**src/rtl/dmem_seq_ctrl.sv**
```systemverilog
// Burst sequencer for a DMem tile: accepts one read/write burst command and walks
// base + n*stride one word per beat, driving DMem address, enable and port-routing lines.
module dmem_seq_ctrl #(
    parameter int unsigned AddrDMEM = 8,
    parameter int unsigned LenWidth = 9
) (
    input  logic                clk,
    input  logic                rst,
    input  logic                cmd_valid,
    output logic                cmd_ready,
    input  logic                cmd_wr,
    input  logic                cmd_hor,
    input  logic [AddrDMEM-1:0] cmd_base,
    input  logic [LenWidth-1:0] cmd_len,
    input  logic [AddrDMEM-1:0] cmd_stride,
    input  logic                stall,
    output logic [AddrDMEM-1:0] r_addr,
    output logic [AddrDMEM-1:0] w_addr,
    output logic                we_ram,
    output logic [1:0]          sel_ram_i,
    output logic [1:0]          sel_ram_o,
    output logic                beat,
    output logic                busy,
    output logic                done
);

    typedef enum logic [1:0] {
        S_IDLE,
        S_XFER,
        S_DONE
    } state_t;

    state_t              r_state;
    state_t              w_next;
    logic [AddrDMEM-1:0] r_cur_addr;
    logic [AddrDMEM-1:0] r_stride;
    logic [LenWidth-1:0] r_remain;
    logic                r_wr;
    logic                r_hor;
    logic                w_accept;
    logic                w_step;

    assign w_accept = (r_state == S_IDLE) && cmd_valid;
    assign w_step   = (r_state == S_XFER) && !stall;

    always_ff @(posedge clk or negedge rst) begin
        if (!rst) begin
            r_state <= S_IDLE;
        end else begin
            r_state <= w_next;
        end
    end

    always_comb begin
        w_next = r_state;
        case (r_state)
            S_IDLE: begin
                if (cmd_valid) begin
                    w_next = (cmd_len == '0) ? S_DONE : S_XFER;
                end
            end
            S_XFER: begin
                if (w_step && (r_remain == LenWidth'(1))) begin
                    w_next = S_DONE;
                end
            end
            S_DONE:  w_next = S_IDLE;
            default: w_next = S_IDLE;
        endcase
    end

    always_ff @(posedge clk or negedge rst) begin
        if (!rst) begin
            r_cur_addr <= '0;
            r_stride   <= '0;
            r_remain   <= '0;
            r_wr       <= 1'b0;
            r_hor      <= 1'b0;
        end else if (w_accept) begin
            r_cur_addr <= cmd_base;
            r_stride   <= cmd_stride;
            r_remain   <= cmd_len;
            r_wr       <= cmd_wr;
            r_hor      <= cmd_hor;
        end else if (w_step) begin
            // address wraps naturally at the DMem width
            r_cur_addr <= r_cur_addr + r_stride;
            r_remain   <= r_remain - LenWidth'(1);
        end
    end

    // outputs decode from state so an async reset drops we_ram at once
    always_comb begin
        cmd_ready = 1'b0;
        r_addr    = '0;
        w_addr    = '0;
        we_ram    = 1'b0;
        sel_ram_i = 2'b00;
        sel_ram_o = 2'b00;
        beat      = 1'b0;
        busy      = 1'b0;
        done      = 1'b0;
        case (r_state)
            S_IDLE: cmd_ready = 1'b1;
            S_XFER: begin
                busy = 1'b1;
                beat = !stall;
                if (r_wr) begin
                    w_addr    = r_cur_addr;
                    we_ram    = !stall;
                    sel_ram_i = {1'b1, r_hor};
                end else begin
                    r_addr    = r_cur_addr;
                    sel_ram_o = {1'b1, r_hor};
                end
            end
            S_DONE:  done = 1'b1;
            default: cmd_ready = 1'b0;
        endcase
    end

endmodule

```
**config.mk**
```make
export PLATFORM = sky130hd
export DESIGN_NAME = dmem_seq_ctrl
export DESIGN_NICKNAME = d
export VERILOG_FILES = /design/src/rtl/dmem_seq_ctrl.sv
export SDC_FILE = /design/constraint.sdc
export NUM_CORES = 1
export LEC_CHECK = 0
export CORE_MARGIN = 3
export CORE_UTILIZATION = 42
export CTS_CLUSTER_SIZE = 16
export DETAILED_ROUTE_END_ITERATION = 10
export GPL_TIMING_DRIVEN = 0
export PLACE_DENSITY = 0.86
export SYNTH_ARGS = -nofsm -noshare
export SYNTH_HDL_FRONTEND = slang
export SYNTH_SLANG_ARGS = --single-unit
```
**constraint.sdc**
```tcl
create_clock -name clk -period 1.75 [get_ports clk]
set_input_delay 0.35 -clock clk [delete_from_list [all_inputs] [get_ports clk]]
set_output_delay 0.35 -clock clk [all_outputs]
set_load 0.05 [all_outputs]
```
==> reports/results.txt <==
Outcome: complete, but fails checks
Failing checks: setup timing
Peak supply drop: 0.00130 V
Critical Path RT: 1.92 ns
Hold WC Path Type: input pin to asynchronous set/reset pin
CTS Buf Count: 5
Site Rows: 23
Die width: 71.7 um
Layout cell share with drive strength beyond 1: 34.4%
Crit. End Element: flop
First-pass GRT wire length: 9520 um
GPL Wtd Cong: 0.872
Drt drc: 0
Layout Area Growth over Synthesis: 61.9%
Synth unique cells: 44
Initial core utilization: 44.4%
Final layout net count: 328
Worst-margin pin slew: 0.681 ns
Area contributors post-synth: dfrtp_1, nand2_1, ha_1
Final setup vio count: 23
I/O Pins: 56
Ys Warns: 0
Fmax: 0.528 GHz
PortBufs: 55
Setup TNS: -1.26 ns
Initial antenna violation count: 0
Post-synthesis sequential area ratio: 40.0%
Setup WS post-layout: -0.145 ns
Pwr dens: 2250 nW/um2
Async SR Flop Fraction: 100%
Core area: 4090 um2
Cts hold-fix bufs: 0
Gr ovfl total: 0
Vias: 2014
Number of iterations in the first detailed-routing pass: 5
Clk_skew: 0.00463 ns
Post-synthesis cell area: 1810 um2
Worst r2r dst: r_cur_addr[4]
Placed Cells: 317
CP Class: flop to flop
Final Instance Area: 2940 um2
Final Hold Viols: 0
Vias in the first global route: 1963
Yosys top cell by area: dfrtp_1
Post-synth EDFFs: 0
Critical path startpoint: r_cur_addr[0]
Largest net degree at the start of global routing: 30
Synthesized instance count: 212
Clk sink count: 29
Syn Area/Cell: 8.55 um2
Final slew viol count: 0
H-tree depth: 2
GRT Overall Usage: 24.0%
Worst-path clk slew: 0.06 ns
Max-slew headroom: 54.6%
R2R setup slack: -0.15 ns
Antenna cells: 0
Static Leakage: 1.29 nW
Longest Clk Path Bufs: 2
Syn Nets: 253
Worst r2r path cells: 8
Post-route insts no fill: 338
Count leader, synth: nand2_1
Die area: 5140 um2
Starting DRT DRC Count: 246
HPWL Detailed: 3850 um
Die span in y: 71.7 um
#FFs+latches synth: 29
Clk root buf: clkbuf_8
CP Launch Type: flop
Arrival @ worst endpoint: 2.07 ns
Period utilisation layout: 108%
Routed WL per cell: 18.6 um
Top FF cell, synth: dfrtp_1
Final Critical Period: 1.90 ns
Antenna viol nets, final: 0
RSZ-0062 raised after global routing: yes
Vias per cell: 5.96
CTS tree: done
Crit Path Max Fanout: 3
Dpl cell area: 2470 um2
Max cap viols: 0
Top cell type's share of synthesized area: 40.0%
Crit Reg-Reg Startpoint: r_cur_addr[0]
Total Wirelength: 6300 um
Worst skew pair latency: 0.28 ns
List of most frequent post-synthesis cells: nand2_1, dfrtp_1, a21oi_1
==> logic make-up after synthesis <==
group	after synthesis	synth area share [%]
compound gates	46	17.2
xor+xnor	2	0.966
fa+ha+maj	10	7.32
buf+inv	16	3.66
flops	29	40.0
mux	1	0.552
simple gates	108	30.3
==> worst max-delay path by stage <==
stage          depth (start not counted)             to  slack [ns]
2_1_floorplan                          3      r_addr[0]       -0.04
3_3_place_gp                           6         we_ram       -0.91
3_5_place_dp                           6         we_ram       -0.92
4_1_cts                                5         we_ram       -0.13
5_1_grt                                8  r_cur_addr[4]       -0.22
6_report                               8  r_cur_addr[4]       -0.15
==> through the flow <==
stage               utilization, %  setup WS (ns)  power, mW  hold slack [ns]
detailed placement            60.4         -0.919       4.93            0.476
finish                        71.8         -0.145       6.60            0.101
floorplan                        -        -0.0435       3.88           0.0544
CTS                           68.7         -0.129       6.07            0.501
global route                  71.8         -0.223       6.95            0.154
global placement              60.4         -0.907       4.83            0.469
==> critical path, cell delays in order, from the launching register on <==
cell and delay (ns):
dfrtp_1 0.36, ha_2 0.20, inv_2 0.04, fa_2 0.35, nor2b_1 0.16, o21a_1 0.21, o21a_1 0.15, nor3_1 0.05
a221o_1 0.25
==> final cells by class <==
| class | instances | area [um2] |
|---|---|---|
| Tap cell | 50 | 62.6 |
| Timing Repair Buffer | 69 | 763 |
| Clock buffer | 8 | 80.1 |
| Buffer | 7 | 58.8 |
| Multi-Input combinational cell | 168 | 1210 |
| Inverter | 7 | 31.3 |
| Sequential cell | 29 | 731 |
| Fill cell | 291 | 1150 |
==> layer usage <==
| metal | GRT usage (%) | up-vias | wire, um |
|---|---|---|---|
| met4 | 11.3 | 0 | 185 |
| met2 | 38.2 | 127 | 3190 |
| li1 | - | 907 | - |
| met5 | 0 | - | 0 |
| met1 | 31.2 | 962 | 2420 |
| met3 | 5.19 | 18 | 510 |
==> cell usage in the layout (no fill, tap or decap), drive strengths merged, types with 3 or more instances in the layout <==
master         synthesis  final
a21o                   3      3
a21oi                 12     12
a221o                  5      5
and2                  10     10
and3                  10     10
buf                    4     39
clkbuf                 5     14
clkdlybuf4s50          0     28
dfrtp                 29     29
ha                     9      9
inv                    7      7
nand2                 45     45
nand3b                 4      4
nor2                  11     12
nor3                   9      9
nor4                   7      7
o21ai                  9      9
o22ai                  3      3
==> where the power goes <==
part	internal, mW	leakage, nW	switching, mW
clock network	0.282	0.0395	0.253
logic	2.06	0.903	2.59
registers	1.00	0.351	0.407
total	3.35	1.29	3.25
==> flip-flops by register name, summed over array words and instances (netlist names) <==
signal	count
r_cur_addr	8
r_hor	1
r_remain	9
r_state	2
r_stride	8
r_wr	1
==> timing repair <==
| item | 4_1_cts | 5_1_grt |
|---|---|---|
| pin swaps | 7 | 10 |
| gates resized for setup | 210 | 39 |
| endpoints found under the hold margin | 0 | 0 |
| setup buffers | 11 | 3 |
| endpoints found under the setup margin | 49 | 33 |
| cloned | 2 | 0 |
(Power assumes the default switching activity.)
